==> src/rtl/ddr3_frame_address_sequencer_if.sv <==
// Reader address stream: 29-bit {third tag, word address} words with valid/ready handshake.
// The sequencer drives through the master modport; the crop readers sit on the slave side.
interface ddr3_frame_address_sequencer_if;
    logic [28:0] address_out_data;
    logic        address_out_valid;
    logic        address_out_ready;

    modport master (
        output address_out_data,
        output address_out_valid,
        input  address_out_ready
    );

    modport slave (
        input  address_out_data,
        input  address_out_valid,
        output address_out_ready
    );
endinterface

==> src/rtl/ddr3_frame_address_sequencer.sv <==
// Triple-buffer frame manager: rotates writer/latest/reader DDR3 buffers and, per reader
// frame request, emits one tagged start address for each horizontal third of the frame.
module ddr3_frame_address_sequencer #(
    parameter logic [26:0] buffer_base   = 27'd0,
    parameter logic [26:0] buffer_stride = 27'd32768,
    parameter logic [26:0] third_stride  = 27'd16,
    parameter int          num_thirds    = 3
) (
    input  logic        ddr3clk,
    input  logic        ddr3clk_reset_n,
    input  logic        wr_frame_done,
    output logic [26:0] wr_base_address,
    input  logic        rd_frame_request,
    ddr3_frame_address_sequencer_if.master addr_out,
    output logic [7:0]  frames_dropped,
    output logic        frame_pending
);

    typedef enum logic {ST_IDLE, ST_EMIT} state_t;

    localparam logic [1:0] last_third = 2'(num_thirds - 1);

    state_t      state_reg, state_next;
    logic [1:0]  third_reg, third_next;
    logic [1:0]  write_idx_reg, write_idx_next;
    logic [1:0]  latest_idx_reg, latest_idx_next;
    logic [1:0]  read_idx_reg, read_idx_next;
    logic        latest_valid_reg, latest_valid_next;
    logic        req_pending_reg, req_pending_next;
    logic [7:0]  dropped_reg, dropped_next;
    logic [26:0] wr_base_reg;

    logic [26:0] base_tab [4];
    logic [2:0]  free_buf;

    // Buffer base table, wrapping modulo the 27-bit word address space.
    generate
        for (genvar gi = 0; gi < 4; gi++) begin : g_base
            assign base_tab[gi] = buffer_base + 27'(gi) * buffer_stride;
        end
    endgenerate

    always_comb begin
        state_next        = state_reg;
        third_next        = third_reg;
        latest_idx_next   = latest_idx_reg;
        latest_valid_next = latest_valid_reg;
        read_idx_next     = read_idx_reg;
        req_pending_next  = req_pending_reg;
        dropped_next      = dropped_reg;

        // A completed frame always displaces an unread older one, even when it is taken at once.
        if (wr_frame_done) begin
            latest_idx_next   = write_idx_reg;
            latest_valid_next = 1'b1;
            if (latest_valid_reg && dropped_reg != 8'hff) begin
                dropped_next = dropped_reg + 8'd1;
            end
        end

        case (state_reg)
            ST_IDLE: begin
                if ((rd_frame_request || req_pending_reg) && latest_valid_next) begin
                    read_idx_next     = latest_idx_next;
                    latest_valid_next = 1'b0;
                    req_pending_next  = 1'b0;
                    third_next        = 2'd0;
                    state_next        = ST_EMIT;
                end else if (rd_frame_request) begin
                    req_pending_next = 1'b1;
                end
            end
            ST_EMIT: begin
                if (rd_frame_request) begin
                    req_pending_next = 1'b1;
                end
                if (addr_out.address_out_ready) begin
                    if (third_reg == last_third) begin
                        third_next = 2'd0;
                        state_next = ST_IDLE;
                    end else begin
                        third_next = third_reg + 2'd1;
                    end
                end
            end
            default: state_next = ST_IDLE;
        endcase
    end

    // Writer takes the lowest buffer held by neither the reader nor a valid latest frame.
    generate
        for (genvar gi = 0; gi < 3; gi++) begin : g_free
            assign free_buf[gi] = (read_idx_next != 2'(gi)) &&
                                  !(latest_valid_next && (latest_idx_next == 2'(gi)));
        end
    endgenerate

    always_comb begin
        write_idx_next = 2'd2;
        if (free_buf[1]) write_idx_next = 2'd1;
        if (free_buf[0]) write_idx_next = 2'd0;
    end

    always_ff @(posedge ddr3clk or negedge ddr3clk_reset_n) begin
        if (!ddr3clk_reset_n) begin
            state_reg        <= ST_IDLE;
            third_reg        <= 2'd0;
            write_idx_reg    <= 2'd0;
            latest_idx_reg   <= 2'd1;
            read_idx_reg     <= 2'd2;
            latest_valid_reg <= 1'b0;
            req_pending_reg  <= 1'b0;
            dropped_reg      <= 8'd0;
            wr_base_reg      <= buffer_base;
        end else begin
            state_reg        <= state_next;
            third_reg        <= third_next;
            write_idx_reg    <= write_idx_next;
            latest_idx_reg   <= latest_idx_next;
            read_idx_reg     <= read_idx_next;
            latest_valid_reg <= latest_valid_next;
            req_pending_reg  <= req_pending_next;
            dropped_reg      <= dropped_next;
            wr_base_reg      <= base_tab[write_idx_next];
        end
    end

    assign wr_base_address            = wr_base_reg;
    assign frames_dropped             = dropped_reg;
    assign frame_pending              = latest_valid_reg;
    assign addr_out.address_out_valid = (state_reg == ST_EMIT);
    // Data is purely registered state, so it stays put while the sink stalls.
    assign addr_out.address_out_data  = (state_reg == ST_EMIT) ?
        {third_reg, base_tab[read_idx_reg] + 27'(third_reg) * third_stride} : 29'd0;

endmodule

==> src/flat_wrapper.sv <==
// flat-port wrapper written by rule: the top's interface ports become plain ports
module ddr3_frame_address_sequencer_flat 
#(
    parameter logic [26:0] buffer_base   = 27'd0,
    parameter logic [26:0] buffer_stride = 27'd32768,
    parameter logic [26:0] third_stride  = 27'd16,
    parameter int          num_thirds    = 3
)
  (ddr3clk, ddr3clk_reset_n, wr_frame_done, wr_base_address, rd_frame_request, frames_dropped, frame_pending, addr_out_address_out_data, addr_out_address_out_valid, addr_out_address_out_ready);
  ddr3_frame_address_sequencer_if addr_out_i ();
  input  logic ddr3clk;
  input  logic ddr3clk_reset_n;
  input  logic wr_frame_done;
  output logic [26:0] wr_base_address;
  input  logic rd_frame_request;
  output logic [7:0] frames_dropped;
  output logic frame_pending;
  output wire logic [$bits(addr_out_i.address_out_data)-1:0] addr_out_address_out_data;
  output wire logic [$bits(addr_out_i.address_out_valid)-1:0] addr_out_address_out_valid;
  input wire logic [$bits(addr_out_i.address_out_ready)-1:0] addr_out_address_out_ready;
  assign addr_out_address_out_data = addr_out_i.address_out_data;
  assign addr_out_address_out_valid = addr_out_i.address_out_valid;
  assign addr_out_i.address_out_ready = addr_out_address_out_ready;
  ddr3_frame_address_sequencer #(.buffer_base(buffer_base), .buffer_stride(buffer_stride), .third_stride(third_stride), .num_thirds(num_thirds)) u_core (.ddr3clk(ddr3clk), .ddr3clk_reset_n(ddr3clk_reset_n), .wr_frame_done(wr_frame_done), .wr_base_address(wr_base_address), .rd_frame_request(rd_frame_request), .addr_out(addr_out_i), .frames_dropped(frames_dropped), .frame_pending(frame_pending));
endmodule
==> config.mk <==
export PLATFORM = sky130hd
export DESIGN_NAME = ddr3_frame_address_sequencer_flat
export DESIGN_NICKNAME = d
export VERILOG_FILES = /design/src/rtl/ddr3_frame_address_sequencer_if.sv /design/src/rtl/ddr3_frame_address_sequencer.sv /design/src/flat_wrapper.sv
export SDC_FILE = /design/constraint.sdc
export NUM_CORES = 1
export LEC_CHECK = 0
export CAP_MARGIN = 20
export CORE_MARGIN = 2
export CORE_UTILIZATION = 38
export DETAILED_ROUTE_END_ITERATION = 16
export PLACE_DENSITY = 0.79
export SLEW_MARGIN = 15
export SYNTH_ARGS = -nofsm -noshare
export SYNTH_HDL_FRONTEND = slang
export SYNTH_SLANG_ARGS = --single-unit
==> constraint.sdc <==
create_clock -name ddr3clk -period 1.45 [get_ports ddr3clk]
set_input_delay 0.145 -clock ddr3clk [delete_from_list [all_inputs] [get_ports ddr3clk]]
set_output_delay 0.145 -clock ddr3clk [all_outputs]
set_load 0.05 [all_outputs]
==> flow_summary.ini, run 1 <==
[global_routing]
overflow = 0
grt_pass1_vias = 695
grt_pass1_wl_um = 3010
track_usage_pct = 11.0
antenna_found_initial = 0
grt_max_degree = 20

[floorplanning]
initial_utilization_pct = 39.0
ios = 71
rows = 21
core_area_um2 = 3280
die_w_um = 62.0
die_y_um = 62.0
dieArea_um2 = 3850

[cts]
cts-root-buf = clkbuf_4
htree_levels = 1
cts_buffer_depth = 2
cts_hold_buffers = 0
cts.sink_count = 19
cts_buffers = 3
cts_tree = built
clk_transition_reported_paths_ps = 110
clock_latency_ps = 290
ctsResizeCount = 0

[yosys]
avgSynthCellArea_um2 = 9.70
synth_edf_count = 0
syn_inst = 132
yosysSeqAreaShare_pct = 37.3
yosys_register_bits = 19
synth_flop_cell = dfrtp_1
yosysUniqueCellTypes = 38
synth_area_um2 = 1280
postSynth.asyncResetShare_pct = 100
yosysWarningCount = 0

[layout]
drive_gt1_share_pct = 34.9
fin_area_um2 = 1640
fillers = 299
multi_input_area_um2 = 597
area_delta_synth_final_pct = 28.0
layout.nets = 173
instances_no_fill = 212
largest_reg_flops = 8
seqCellArea_um2 = 489
antennaDiodeCount = 0

[power_and_ir_drop]
power_density_nw_per_um2 = 2400
p_leak_nw = 0.806
ir_worst_vdd_mv = 0.874
finalPower_mw = 3.92

[timing]
fin_crit_sh_pct = 94.3
fmax_mhz = 731
min_period_ps = 1370
final.setup_skew_ps = 10.9
hold_ws_ps = 168
setup_violations = 0
hold_viol_final = 0
fin_ws_ps = 82.0
slew_violations = 0
rsz0062_at_grt = no

[worst_setup_path]
worstPathRequired_ps = 1310
cp.arrival_ps = 1220
worstSetupEndpointType = output port
path_max_fanout = 8
startpoint_type = register
crit_type = register to output port

[outcome]
outcome = finished, final reports clean

[placement]
pre_cts_slack_ps = -129
hpwl_um = 1660
placedInstanceArea_um2 = 1600
dp.cells = 207
globalplace.congestion = 0.721
io_buffers = 22

[run]
maxCapViolCount = 0

[detailed_routing]
drt-total-wl_um = 2040
avgRoutedWirePerCell_um = 9.64
drt_iter0_drc = 14
drc = 0
first_pass_iters = 4
antenna_left = 0
vias = 841
via_per_inst = 3.97

[worst_hold_path]
hp-class = primary input to async pin
[where the power goes]
part	switching, mW	total [mW]	internal [mW]	leakage, nW
registers	0.264	1.05	0.783	0.215
logic	1.49	2.62	1.13	0.576
clock network	0.153	0.260	0.107	0.0150
[area by class of cell]
type / count / area share [%]
multi-input combinational: 105 / 36.4
sequential: 19 / 29.9
timing repair buffer: 34 / 27.7
tap: 46 / 3.51
clock buffer: 4 / 1.60
inverter: 4 / 0.917
[critical path: stages (launching register included)]
cell and delay [ps]:
dfrtp_2 410, buf_4 160, and2_2 210, buf_12 150
[logic make-up after synthesis]
group	share of synthesized area [%]
fa+ha+maj	0.977
simple gates	14.5
other cells	0.293
flops	37.3
buf+inv	31.4
compound gates	7.82
xor+xnor	4.11
mux	3.62
[worst paths after layout]
path                                              startpoint                             to  slack (ps)  cells after the start
max                        u_core.addr_out.address_out_valid  addr_out_address_out_data[28]          80                      3
min                                          ddr3clk_reset_n       u_core.frames_dropped[1]         170                      2
max reg2reg                         u_core.frames_dropped[1]       u_core.frames_dropped[1]         120                      4
min reg2reg                           u_core.req_pending_reg         u_core.req_pending_reg         540                      1
max in group asynchronous                    ddr3clk_reset_n         u_core.read_idx_reg[1]        1010                      2
min in group ddr3clk                        rd_frame_request         u_core.req_pending_reg         500                      2
[cell usage in the layout (no fill, tap or decap), drive strengths merged, types with 2 or more instances in the layout]
| cell type | Yosys | final |
|---|---|---|
| a21oi | 3 | 3 |
| and2 | 4 | 4 |
| and3 | 2 | 2 |
| buf | 51 | 30 |
| clkbuf | 0 | 4 |
| clkdlybuf4s50 | 0 | 4 |
| conb | 1 | 48 |
| dfrtp | 17 | 17 |
| dfstp | 2 | 2 |
| inv | 4 | 4 |
| mux2 | 2 | 2 |
| mux2i | 2 | 2 |
| nand2 | 7 | 7 |
| nand3 | 3 | 3 |
| nor2 | 6 | 6 |
| nor3 | 2 | 2 |
| o211ai | 2 | 2 |
| o21ai | 4 | 4 |
| xnor2 | 2 | 2 |
| xor2 | 4 | 4 |
[cells in the mapped netlist, types with 2 or more instances]
master   number  area share [%]
a21oi_1       3             1.2
and2_1        4             2.0
and3_1        2            0.98
buf_4        50              29
dfrtp_1      17              33
dfstp_2       2             4.1
inv_1         3            0.88
mux2_2        2             1.8
nand2_1       7             2.1
nand3_1       3             1.2
nor2_1        5             1.5
o21ai_0       4             1.6
xnor2_1       2             1.4
xor2_1        4             2.7
[what timing repair did]
item,CTS,global route
setup endpoints to repair,0,1
buffers inserted,0,1
hold endpoints to repair,0,0
[layer usage]
layer  GRT usage [%]  share of wire, %  vias up
met5               0                 0        -
met4            6.38               1.4        0
met3            2.90               6.2        2
met2            18.2                52       44
met1            12.8                40      393
li1                -                 -      402
[stage by stage]
| stage | utilization (%) | setup TNS (ps) |
|---|---|---|
| 2_1_floorplan | - | -57.3 |
| 3_3_place_gp | 48.8 | -241 |
| 3_5_place_dp | 48.8 | -504 |
| 4_1_cts | 49.6 | 0 |
| 5_1_grt | 49.9 | 0 |
| 6_report | 49.9 | 0 |
(Power assumes the default switching activity.)
==> run 2, diff against run 1 <==
--- a/config.mk
+++ b/config.mk
@@ -7,10 +7,11 @@
 export LEC_CHECK = 0
 export CAP_MARGIN = 20
 export CORE_MARGIN = 2
-export CORE_UTILIZATION = 38
+export CORE_UTILIZATION = 40
+export CTS_BUF_LIST = sky130_fd_sc_hd__clkbuf_2 sky130_fd_sc_hd__clkbuf_4 sky130_fd_sc_hd__clkbuf_8
 export DETAILED_ROUTE_END_ITERATION = 16
-export PLACE_DENSITY = 0.79
-export SLEW_MARGIN = 15
+export PLACE_DENSITY = 0.83
+export SLEW_MARGIN = 0
 export SYNTH_ARGS = -nofsm -noshare
 export SYNTH_HDL_FRONTEND = slang
 export SYNTH_SLANG_ARGS = --single-unit
==> run 2 against run 1 <==
Clock skew fell by 8.3 ps. Largest cell class unchanged. Critical endpoint is now addr_out_address_out_data[27]. Non-clock buffer count is 3 lower. Maximum frequency is 1.7% lower. Combinational power decreased by 5%. First-iteration DRC count rose by 110%.
==> flow_summary.ini, run 2 (synthesized netlist as in run 1, its figures left out) <==
[outcome]
outcome = finished, final reports clean

[cts]
ctsResizeCount = 0
post-cts-setup-buffer-count = 0
cts_buffers = 3
cts.sink_count = 19
clk_transition_reported_paths_ps = 110
cts_buffer_depth = 2
cts_hold_buffers = 0
cts_tree = built
clock_latency_ps = 300
cts-root-buf = clkbuf_4
htree_levels = 1

[timing]
hold_viol_final = 0
setup_violations = 0
fin_crit_sh_pct = 96.0
hold_ws_ps = 167
finalSetupTns_ps = 0
slew_violations = 0
final.setup_skew_ps = 2.60
min_period_ps = 1390
fin_ws_ps = 58.3
fmax_mhz = 719
rsz0062_at_grt = yes

[placement]
placedInstanceArea_um2 = 1550
pre_cts_slack_ps = -116
hpwl_um = 1590
io_buffers = 22
globalplace.congestion = 0.803

[worst_setup_path]
crit_type = register to output port
path_max_fanout = 8
cp.arrival_ps = 1250
worstSetupEndpointType = output port
startpoint_type = register
worstPathRequired_ps = 1310

[floorplanning]
die_y_um = 60.6
rows = 20
ios = 71
dieArea_um2 = 3670
die_w_um = 60.6
core_area_um2 = 3050
initial_utilization_pct = 41.9

[detailed_routing]
first_pass_iters = 3
vias = 832
antenna_left = 0
drt_iter0_drc = 30
avgRoutedWirePerCell_um = 9.45
drt-total-wl_um = 1960
via_per_inst = 4.02
drc = 0

[power_and_ir_drop]
ir_worst_vdd_mv = 1.29
p_leak_nw = 0.785
power_density_nw_per_um2 = 2400

[global_routing]
grt_pass1_vias = 734
antenna_found_initial = 0
track_usage_pct = 11.0
grt_pass1_wl_um = 3040
overflow = 0
grt_max_degree = 20

[layout]
antennaDiodeCount = 0
layout.nets = 170
fin_area_um2 = 1580
area_delta_synth_final_pct = 23.2
layout_commonest_cell = conb_1
final_util_pct = 51.6
largest_reg_flops = 8
layout_common_cells = conb_1 (48), buf_4 (15), buf_12 (12), dfrtp_2 (9), dfrtp_1 (8)
drive_gt1_share_pct = 34.4

[worst_hold_path]
hp-class = primary input to async pin

[run]
maxCapViolCount = 0
==> run 2: cell type report <==
type / count / area (um2)
Sequential cell: 19 / 489
Clock buffer: 3 / 22.5
Timing Repair Buffer: 31 / 393
Tap cell: 44 / 55.1
Inverter: 4 / 15.0
Multi-Input combinational cell: 105 / 597
Clock inverter: 1 / 5.00
Fill cell: 304 / 1480
==> run 2: layer usage <==
metal	share of wire (%)	vias to the layer above	global-route usage [%]
li1	-	397	-
met1	38	401	12.3
met2	53	32	19.5
met3	8.4	2	4.90
met4	0.31	0	1.86
met5	0	-	0
==> run 2: final timing paths <==
kind | cells after the start | slack, ps | to | start
worst min register to register | 1 | 510 | u_core.frames_dropped[4] | u_core.frames_dropped[4]
worst max-delay path | 3 | 60 | addr_out_address_out_data[27] | u_core.addr_out.address_out_valid
max in group asynchronous | 2 | 1030 | u_core.read_idx_reg[1] | ddr3clk_reset_n
worst max register to register | 4 | 90 | u_core.frames_dropped[1] | u_core.frames_dropped[1]
worst min-delay path | 2 | 170 | u_core.frames_dropped[7] | ddr3clk_reset_n
min in group ddr3clk | 2 | 490 | u_core.req_pending_reg | rd_frame_request
==> run 2: worst max-delay path, stage by stage (launching register included) <==
cell     delay [ps]
dfrtp_2         420
buf_4           160
and2_2          210
buf_12          150
==> run 2: report_power, final <==
part | switching, mW | leakage [nW] | internal [mW]
clock network | 0.163 | 0.0177 | 0.103
logic | 1.44 | 0.552 | 1.04
registers | 0.262 | 0.215 | 0.783
==> run 2: metrics by stage <==
step	cells	power [mW]
3_5_place_dp	203	3.55
4_1_cts	207	3.83
5_1_grt	207	4.00
3_3_place_gp	203	3.52
6_report	207	3.79
2_1_floorplan	179	2.62
==> run 3, diff against run 2 <==
--- a/config.mk
+++ b/config.mk
@@ -11,6 +11,7 @@
 export CTS_BUF_LIST = sky130_fd_sc_hd__clkbuf_2 sky130_fd_sc_hd__clkbuf_4 sky130_fd_sc_hd__clkbuf_8
 export DETAILED_ROUTE_END_ITERATION = 16
 export PLACE_DENSITY = 0.83
+export SKIP_LAST_GASP = 1
 export SLEW_MARGIN = 0
 export SYNTH_ARGS = -nofsm -noshare
 export SYNTH_HDL_FRONTEND = slang
==> results of run 3 <==
Final layout, timing and power as in run 2 (identical DEF).
